## src/rtl/addsub_acc_ctrl_pkg.sv

```systemverilog
// Shared types and helpers for the add/sub accumulator sequencer:
// FSM state encodings, operation codes and the signed-overflow rule.
package addsub_acc_ctrl_pkg;

  typedef enum logic [1:0] {
    S_IDLE = 2'd0,
    S_RUN  = 2'd1,
    S_DONE = 2'd2
  } state_t;

  localparam logic OP_ADD = 1'b0;
  localparam logic OP_SUB = 1'b1;

  // Signed overflow: both addends share a sign and the sum's sign differs.
  function automatic logic signed_ovf(input logic a_msb, input logic b_msb, input logic s_msb);
    return (a_msb & b_msb & ~s_msb) | (~a_msb & ~b_msb & s_msb);
  endfunction

endpackage

```

## src/rtl/addsub_acc_ctrl_core.sv

```systemverilog
// Combinational two's-complement add/subtract stage: S = A + (OP ? ~B : B) + OP,
// with unsigned carry-out and signed overflow.
module addsub_acc_ctrl_core
  import addsub_acc_ctrl_pkg::*;
#(
  parameter int WIDTH = 8
) (
  input  logic [WIDTH-1:0] i_a,
  input  logic [WIDTH-1:0] i_b,
  input  logic             i_op,
  output logic [WIDTH-1:0] o_s,
  output logic             o_co,
  output logic             o_v
);

  logic [WIDTH-1:0] w_b;

  assign w_b = (i_op == OP_SUB) ? ~i_b : i_b;
  assign {o_co, o_s} = {1'b0, i_a} + {1'b0, w_b} + {{WIDTH{1'b0}}, i_op};
  assign o_v = signed_ovf(i_a[WIDTH-1], w_b[WIDTH-1], o_s[WIDTH-1]);

endmodule

```

## src/rtl/addsub_acc_ctrl.sv

```systemverilog
// Sequencer for the add/sub datapath: after START it accepts NUM operands over a
// valid/ready stream, accumulates them, tracks carry and sticky overflow, then pulses DONE.
module addsub_acc_ctrl
  import addsub_acc_ctrl_pkg::*;
#(
  parameter int WIDTH   = 8,
  parameter int COUNT_W = 4
) (
  input  logic               i_clk,
  input  logic               i_rst,
  input  logic               i_start,
  input  logic [COUNT_W-1:0] i_num,
  input  logic               i_in_valid,
  output logic               o_in_ready,
  input  logic               i_op,
  input  logic [WIDTH-1:0]   i_data_in,
  output logic [WIDTH-1:0]   o_acc,
  output logic               o_co,
  output logic               o_ovf,
  output logic               o_busy,
  output logic               o_done
);

  state_t             r_state;
  state_t             w_state_next;
  logic [WIDTH-1:0]   r_acc;
  logic               r_co;
  logic               r_ovf;
  logic [COUNT_W-1:0] r_cnt;
  logic               r_in_ready;
  logic               r_busy;
  logic               r_done;

  logic               w_xfer;
  logic               w_last;
  logic [WIDTH-1:0]   w_sum;
  logic               w_co;
  logic               w_v;

  assign w_xfer = i_in_valid & r_in_ready;
  assign w_last = (r_cnt == {{(COUNT_W-1){1'b0}}, 1'b1});

  addsub_acc_ctrl_core #(.WIDTH(WIDTH)) u_core (
    .i_a  (r_acc),
    .i_b  (i_data_in),
    .i_op (i_op),
    .o_s  (w_sum),
    .o_co (w_co),
    .o_v  (w_v)
  );

  // Next-state logic for the IDLE -> RUN -> DONE -> IDLE sequence.
  always_comb begin
    w_state_next = r_state;
    case (r_state)
      S_IDLE: begin
        if (i_start) begin
          if (i_num != {COUNT_W{1'b0}}) begin
            w_state_next = S_RUN;
          end else begin
            w_state_next = S_DONE;
          end
        end else begin
          w_state_next = S_IDLE;
        end
      end
      S_RUN: begin
        if (w_xfer && w_last) begin
          w_state_next = S_DONE;
        end else begin
          w_state_next = S_RUN;
        end
      end
      S_DONE:  w_state_next = S_IDLE;
      default: w_state_next = S_IDLE;
    endcase
  end

  // State register; status outputs are registered from the next state so they track it exactly.
  always_ff @(posedge i_clk) begin
    if (i_rst) begin
      r_state    <= S_IDLE;
      r_in_ready <= 1'b0;
      r_busy     <= 1'b0;
      r_done     <= 1'b0;
    end else begin
      r_state    <= w_state_next;
      r_in_ready <= (w_state_next == S_RUN);
      r_busy     <= (w_state_next != S_IDLE);
      r_done     <= (w_state_next == S_DONE);
    end
  end

  // Accumulator, flags and operand counter.
  always_ff @(posedge i_clk) begin
    if (i_rst) begin
      r_acc <= {WIDTH{1'b0}};
      r_co  <= 1'b0;
      r_ovf <= 1'b0;
      r_cnt <= {COUNT_W{1'b0}};
    end else begin
      case (r_state)
        S_IDLE: begin
          if (i_start) begin
            r_acc <= {WIDTH{1'b0}};
            r_co  <= 1'b0;
            r_ovf <= 1'b0;
            r_cnt <= i_num;
          end else begin
            r_cnt <= r_cnt;
          end
        end
        S_RUN: begin
          if (w_xfer) begin
            r_acc <= w_sum;
            r_co  <= w_co;
            r_ovf <= r_ovf | w_v;
            r_cnt <= r_cnt - {{(COUNT_W-1){1'b0}}, 1'b1};
          end else begin
            r_cnt <= r_cnt;
          end
        end
        default: begin
          r_cnt <= r_cnt;
        end
      endcase
    end
  end

  assign o_acc      = r_acc;
  assign o_co       = r_co;
  assign o_ovf      = r_ovf;
  assign o_busy     = r_busy;
  assign o_done     = r_done;
  assign o_in_ready = r_in_ready;

endmodule

```

## config.mk

```make
export PLATFORM = sky130hd
export DESIGN_NAME = addsub_acc_ctrl
export DESIGN_NICKNAME = d
export VERILOG_FILES = /design/src/rtl/addsub_acc_ctrl_pkg.sv /design/src/rtl/addsub_acc_ctrl_core.sv /design/src/rtl/addsub_acc_ctrl.sv
export SDC_FILE = /design/constraint.sdc
export NUM_CORES = 1
export LEC_CHECK = 0
export ABC_AREA = 0
export CORE_ASPECT_RATIO = 1.2
export CORE_MARGIN = 4
export CORE_UTILIZATION = 55
export DETAILED_ROUTE_END_ITERATION = 10
export PLACE_DENSITY_LB_ADDON = 0.12
export SETUP_SLACK_MARGIN = 0.4
export SKIP_CTS_REPAIR_TIMING = 1
export SYNTH_ARGS = -nofsm -noshare
export SYNTH_HDL_FRONTEND = slang
export SYNTH_HIERARCHICAL = 1
export SYNTH_SLANG_ARGS = --single-unit
```

## constraint.sdc

```tcl
create_clock -name i_clk -period 5.6 [get_ports i_clk]
set_input_delay 1.12 -clock i_clk [delete_from_list [all_inputs] [get_ports i_clk]]
set_output_delay 1.12 -clock i_clk [all_outputs]
set_load 0.01 [all_outputs]
```

[Yosys cells after proc, flatten, opt, wreduce, memory -nomap -nowiden]
Cells that the tools add are included.
Storage, ports and cells
  bits of input ports: 17
  memories: 0
  output and inout bits: 13
  logic and storage cells: 50
  memory bits (read-only): 0
  bits in writable memories: 0
  latch bits: 0
  register bits after elaboration: 19
Cells by class
  equal/unequal tests: 6
  $add $sub $neg: 3
  $mul: 0
  divide/modulo/power cells: 0
  order comparisons: 0
  reduce and logical (&&, ||, !) cells: 6
  multiplexer cells: 16
  shift-type cells: 0
  bitwise gates (word level): 11
Operators with widths (number)
  2-to-1 mux 8 bit: 3
  one-hot mux 8 bit (2 select lines): 1
  adder 8 x 8 -> 9 bit: 1
  adder 9 x 1 -> 9 bit: 1
  2-to-1 mux 4 bit: 2
  inverter 8 bit: 1
  one-hot mux 4 bit (2 select lines): 1
  2-to-1 mux 2 bit: 3
  AND 1 bit: 5
  equality test 2 x 1 -> 1 bit (second input constant): 2
  equality test 4 x 1 -> 1 bit (second input constant): 1
  != test 2 bit (second input constant): 2
  one-hot mux 1 bit (2 select lines): 2
  one-hot mux 2 bit (2 select lines): 1
  nonzero test 2 bit: 2
  nonzero test 4 bit: 1
  subtractor 4 x 1 -> 4 bit (second input constant): 1
  2-to-1 mux 1 bit: 3
  inverter 1 bit: 3
  AND reduction 3 bit: 1
  equality test 2 bit (second input constant): 1
  logical NOT 2 bit: 1
  bitwise OR 1 bit: 2
  logical AND 1 bit: 1

[Logic depth before layout (Yosys ltp)]
  word-level depth: 10
  depth in mapped cells: 11
  depth with buffers taken out: 10

[Hierarchy]
Netlist, hierarchy kept.
Modules (own cells, without submodules)
  addsub_acc_ctrl: area each 918.4 um2, sequential area each 380.4 um2, cells an instance 99, times used 1
  addsub_acc_ctrl_core: area each 521.8 um2, sequential area each 0.0 um2, cells an instance 71, times used 1

[Worst setup path before layout]
OpenSTA, ideal clock, no wires.
  path type: in2reg
  start: input i_op
  end: register r_ovf (netlist: o_ovf)
  setup slack: 2567 ps
  path buffers: 1
  data required time: 5522 ps
  data arrival time: 2955 ps
  cell stages on the path: 9
  library setup time: 78 ps
  cell sequence: buf_6 -> xor2_1 -> ha_1 -> a211o_1 -> a21oi_2 -> mux4_2 -> o21ai_1 -> a21oi_1 -> nor3_1
On the way
  word-level cells in the longest chain between the ends: 9
  elaborated cells between the ends (all ways): 13
  those cells by class: add/sub (2); mux (3); bitwise (8)
Ends and longest elaborated chain
  start, declared: RTL line addsub_acc_ctrl.sv:15  | input logic i_op,
  2-to-1 mux 8 bit: RTL line addsub_acc_ctrl_core.sv:18  | assign w_b = (i_op == OP_SUB) ? ~i_b : i_b;
  adder 8 x 8 -> 9 bit: RTL line addsub_acc_ctrl_core.sv:19  | assign {o_co, o_s} = {1'b0, i_a} + {1'b0, w_b} + {{WIDTH{1'b0}}, i_op};
  adder 9 x 1 -> 9 bit: RTL line addsub_acc_ctrl_core.sv:19
  inverter 1 bit: RTL line addsub_acc_ctrl_pkg.sv:16  | return (a_msb & b_msb & ~s_msb) | (~a_msb & ~b_msb & s_msb);
  AND 1 bit: RTL line addsub_acc_ctrl_pkg.sv:16
  bitwise OR 1 bit (*): RTL line addsub_acc_ctrl_pkg.sv:16
  net w_v: RTL line addsub_acc_ctrl.sv:38  | logic w_v;
  bitwise OR 1 bit (*): RTL line addsub_acc_ctrl.sv:117  | r_ovf <= r_ovf | w_v;
  2-to-1 mux 1 bit (*): RTL line addsub_acc_ctrl.sv:114  | if (w_xfer) begin
  one-hot mux 1 bit (2 select lines) (*): RTL line addsub_acc_ctrl.sv:102  | case (r_state)
  end signal, assigned: RTL line addsub_acc_ctrl.sv:117
  end, declared: RTL line addsub_acc_ctrl.sv:28  | logic r_ovf;
The timed path passes the listed nets; every way through them passes the cells marked *. The select of a mux whose other input is x is not followed.
A chain may end at the register's enable or synchronous reset.

[Final worst setup path]
Same ends and word-level chain as after synthesis.

==> impl_summary.log <==
[metrics] status: finished, final reports clean
[metrics] area share of fa/ha/maj cells after synthesis: 0.101
[metrics] kind of end point of the critical path: register
[metrics] clock latency on the worst-skew pair: 0.29 ns
[metrics] clk_skew: 0.00254 ns
[metrics] # rows: 20
[metrics] number of global-route vias before repair: 1278
[metrics] Critical R2R Launch: o_acc[4]
[metrics] total internal power: 0.218 mW
[metrics] Compound-Gate Fraction of Synth Area: 0.209
[metrics] layout cell share with drive strength beyond 1: 0.0722
[metrics] die height: 64.1 um
[metrics] Post-Place Cells: 223
[metrics] critical path peak fanout: 8
[metrics] Initial Util: 0.570
[metrics] Critical Path Start: i_op
[metrics] fill cell instance count of the final layout: 227
[metrics] drt via density: 5.95
[metrics] antenna cell count: 0
[metrics] Hold/Removal Path Class: register to register
[metrics] Switching Fraction: 0.305
[metrics] peak-usage layer in the global routing report: met2
[metrics] total grt overflow: 0
[metrics] multiplexer share of the synthesized area: 0.0313
[metrics] power spent charging and discharging nets: 0.0958 mW
[metrics] remaining number of nets flagged by the antenna check after routing: 0
[metrics] Die X-Extent: 54.7 um
[metrics] clock root cell: sky130_fd_sc_hd__clkbuf_4
[metrics] post-synthesis register bit count: 19
[metrics] aggregate global-route resource usage: 0.205
[metrics] final-report hold violation count: 0
[metrics] Worst path slowest cell: sky130_fd_sc_hd__clkdlybuf4s50_1
[metrics] clock input transition at the sequential cells of the worst setup and hold paths: 0.10 ns
[metrics] clock tree from TritonCTS: built
[metrics] simple-gate share of the synthesized area: 0.258
[metrics] relative slew slack: 0.513
[metrics] number of antenna violations at the first check in global routing: 0
[metrics] maximum VDD drop: 0.000160 V
[metrics] Sequential cell area: 380 um2
[metrics] DP HPWL: 2.50 mm
[metrics] fraction of registers with async set or reset after synthesis: 0
[metrics] Reg2Reg Setup Slack: 3.48 ns
[metrics] number of cells traversed by the worst register-to-register path: 7
[metrics] Syn Nets: 198
[metrics] die area: 0.00350 mm2
[metrics] Num CTS Buffers: 3
[metrics] number of buffers on the longest clock path: 2
[metrics] dominant cell by count in the synthesized netlist: sky130_fd_sc_hd__dfxtp_1
[metrics] Slew Limit Fails: 0
[metrics] overall routed net length: 3.25 mm
[metrics] Comb pwr share: 0.308
[metrics] 1st-pass router iterations: 4
[metrics] final-stage net count: 223
[metrics] post-detailed-route wirelength per cell: 14.3 um
[metrics] mean cell area of the mapped netlist: 8.47 um2
[metrics] largest stage delay on the critical path: 0.66 ns
[metrics] Seq/Total Area, Yosys: 0.264
[metrics] number of flops mapped to enable cells by yosys: 0
[metrics] total power divided by cell area: 180 mW/mm2
[metrics] first-pass GRT wire length: 5.56 mm
[metrics] number of remaining DRC errors: 0
[metrics] total of endpoints with negative setup slack in the final report: 0
[metrics] Yosys top cell by area: sky130_fd_sc_hd__dfxtp_1
[metrics] static leakage power: 0.633 nW
[metrics] H-tree levels: 1
[metrics] main combinational cell family by area after synthesis: simple AND/OR/NAND/NOR gates
[metrics] final std cells w/o fill: 227
[metrics] area of the placeable core: 0.00253 mm2
[metrics] Yosys cell types: 51
[metrics] violation count after the first detailed-routing iteration: 51
[metrics] post-layout power: 0.314 mW
[metrics] largest cells by area after synthesis: sky130_fd_sc_hd__dfxtp_1 (26%), sky130_fd_sc_hd__ha_1 (8.7%), sky130_fd_sc_hd__a21oi_1 (5.6%)
[metrics] worst path cell trace: clkdlybuf4s50_1 -> xor2_1 -> ha_1 -> a211o_1 -> a21oi_2 -> mux4_2 -> o21ai_1 -> a21oi_1 -> nor3_1
[metrics] max-capacitance violation count: 0
[metrics] met1 Track Usage GR: 0.257
[metrics] fmax: 283 MHz
[metrics] number of logic stages on the critical path including buffering: 9
[metrics] Worst R2R End: o_ovf
[metrics] synthesized-area fraction occupied by xor and xnor cells: 0.0669
[metrics] met2 demand-to-capacity share in global routing: 0.355
[metrics] arrival time of the worst setup path: 3.75 ns
[metrics] path type of the worst setup path: input pin to register
[metrics] actual transition at the worst max-transition pin: 0.728 ns
[metrics] post-route clock period utilization: 0.630
[metrics] multi-input logic area: 960 um2
[metrics] maximum number of pins on one net before global-route repair: 23
[metrics] Worst setup endpoint: o_ovf
[metrics] setup repair after global routing missed its margin: false
[metrics] worst-case hold slack: 0.490 ns
[metrics] total via count in the routed design: 1351
[metrics] synthesized instance count: 170
[metrics] total I/O pin count: 30
[metrics] routing usage on met3: 0.0210
[metrics] sequential fraction of design power: 0.478
[metrics] fraction of synthesized cell area taken by the top area cell type: 0.264
[metrics] netlist area before placement: 0.00144 mm2
[metrics] GP Congestion: 0.838
[metrics] sinks on the clock net: 19
[metrics] number of warning messages in the yosys log: 6
[metrics] Post-Route Setup TNS: 0 ns
[metrics] share of power burned in the clock network: 0.215
[metrics] ranking of synthesized cells by instance count: sky130_fd_sc_hd__dfxtp_1 (19), sky130_fd_sc_hd__a21oi_1 (16), sky130_fd_sc_hd__nand3_1 (12), sky130_fd_sc_hd__inv_1 (11), sky130_fd_sc_hd__ha_1 (10)
[metrics] number of buffer and inverter instances along the worst setup path: 1
[metrics] startpoint kind of the worst setup timing path: input pin
[metrics] # port buffers: 29
[metrics] relative area change from synthesis to final layout: 21.0%
[metrics] largest delay contributor family on the critical path: compound AO/OA/AOI/OAI gates
[metrics] final core utilization: 0.690
[metrics] final critical delay including setup and external delays: 3.53 ns
[metrics] required time reported for the critical path endpoint: 5.82 ns
[metrics] Primary FF master, synth: sky130_fd_sc_hd__dfxtp_1
## kinds of logic after synthesis
| family | count (synthesis) |
|---|---|
| adders and majority gates | 11 |
| and+or+nand+nor | 62 |
| muxes | 2 |
| DFF | 19 |
| buffers and inverters | 21 |
| xor gates and xnor gates | 11 |
| AOI/OAI and AO/OA | 44 |
## power groups by stage
stage	combinational [mW]	sequential, mW	clock [mW]
floorplan	0.0710	0.149	0
global placement	0.0939	0.152	0
detailed placement	0.0959	0.153	0
CTS	0.0965	0.150	0.0705
global route	0.107	0.151	0.0774
finish	0.0966	0.150	0.0673
## cell usage in the layout, fill, tap and decap left out, types with 2 or more instances in the layout
cell type | netlist | routed
sky130_fd_sc_hd__a211oi_1 | 4 | 4
sky130_fd_sc_hd__a21oi_1 | 16 | 16
sky130_fd_sc_hd__a2bb2oi_1 | 2 | 2
sky130_fd_sc_hd__clkbuf_4 | 0 | 3
sky130_fd_sc_hd__clkdlybuf4s50_1 | 0 | 29
sky130_fd_sc_hd__dfxtp_1 | 19 | 19
sky130_fd_sc_hd__ha_1 | 10 | 10
sky130_fd_sc_hd__inv_1 | 11 | 11
sky130_fd_sc_hd__nand2_1 | 5 | 5
sky130_fd_sc_hd__nand2b_1 | 4 | 4
sky130_fd_sc_hd__nand3_1 | 12 | 12
sky130_fd_sc_hd__nand4_1 | 9 | 9
sky130_fd_sc_hd__nor2_1 | 7 | 7
sky130_fd_sc_hd__nor2_2 | 2 | 2
sky130_fd_sc_hd__nor2b_1 | 3 | 3
sky130_fd_sc_hd__nor3_1 | 7 | 7
sky130_fd_sc_hd__nor3b_1 | 2 | 2
sky130_fd_sc_hd__o21ai_0 | 2 | 2
sky130_fd_sc_hd__o21ai_1 | 4 | 4
sky130_fd_sc_hd__o31a_1 | 2 | 2
sky130_fd_sc_hd__o32ai_1 | 2 | 2
sky130_fd_sc_hd__xnor2_1 | 2 | 2
sky130_fd_sc_hd__xor2_1 | 9 | 9
## final cells by class
type / instances / area share
clock buffers: 4 / 0.0151
inverters: 12 / 0.0258
multi-input cells: 130 / 0.551
flip-flops and latches: 19 / 0.218
well taps: 33 / 0.0237
repair buffers: 29 / 0.167
## worst reg2reg max path: stages, from the launching register on
cell,delay [ns]
sky130_fd_sc_hd__dfxtp_1,0.35
sky130_fd_sc_hd__ha_1,0.36
sky130_fd_sc_hd__a211o_1,0.33
sky130_fd_sc_hd__a21oi_2,0.21
sky130_fd_sc_hd__mux4_2,0.53
sky130_fd_sc_hd__o21ai_1,0.09
sky130_fd_sc_hd__a21oi_1,0.07
sky130_fd_sc_hd__nor3_1,0.11
## worst min-delay path by stage
| stage | from | endpoint | slack [ns] | cells past startpoint |
|---|---|---|---|---|
| finish | o_co | o_co | 0.49 | 2 |
| global route | r_cnt[1] | r_cnt[1] | 0.53 | 2 |
| CTS | r_cnt[1] | r_cnt[1] | 0.50 | 2 |
| detailed placement | o_co | o_co | 0.48 | 2 |
| global placement | o_co | o_co | 0.48 | 2 |
| floorplan | r_cnt[1] | r_cnt[1] | 0.46 | 2 |
## registers in the layout, summed over array words and instances (netlist names)
signal      cells
o_done          1
r_cnt           4
o_acc           8
o_co            1
o_ovf           1
o_busy          1
r_state         2
o_in_ready      1
## per-layer routing
layer | wire length, um | vias up
li1 | - | 671
met1 | 1380 | 640
met2 | 1690 | 36
met3 | 149 | 4
met4 | 22 | 0
met5 | 0 | -
## per-stage QoR
step / worst slack, ns / cell area, um2
floorplan: 2.57 / 1440
detailed placement: 1.76 / 1720
global placement: 1.85 / 1720
global route: 1.95 / 1740
finish: 2.07 / 1740
CTS: 2.08 / 1740
Power figures use the tool's default switching activity.
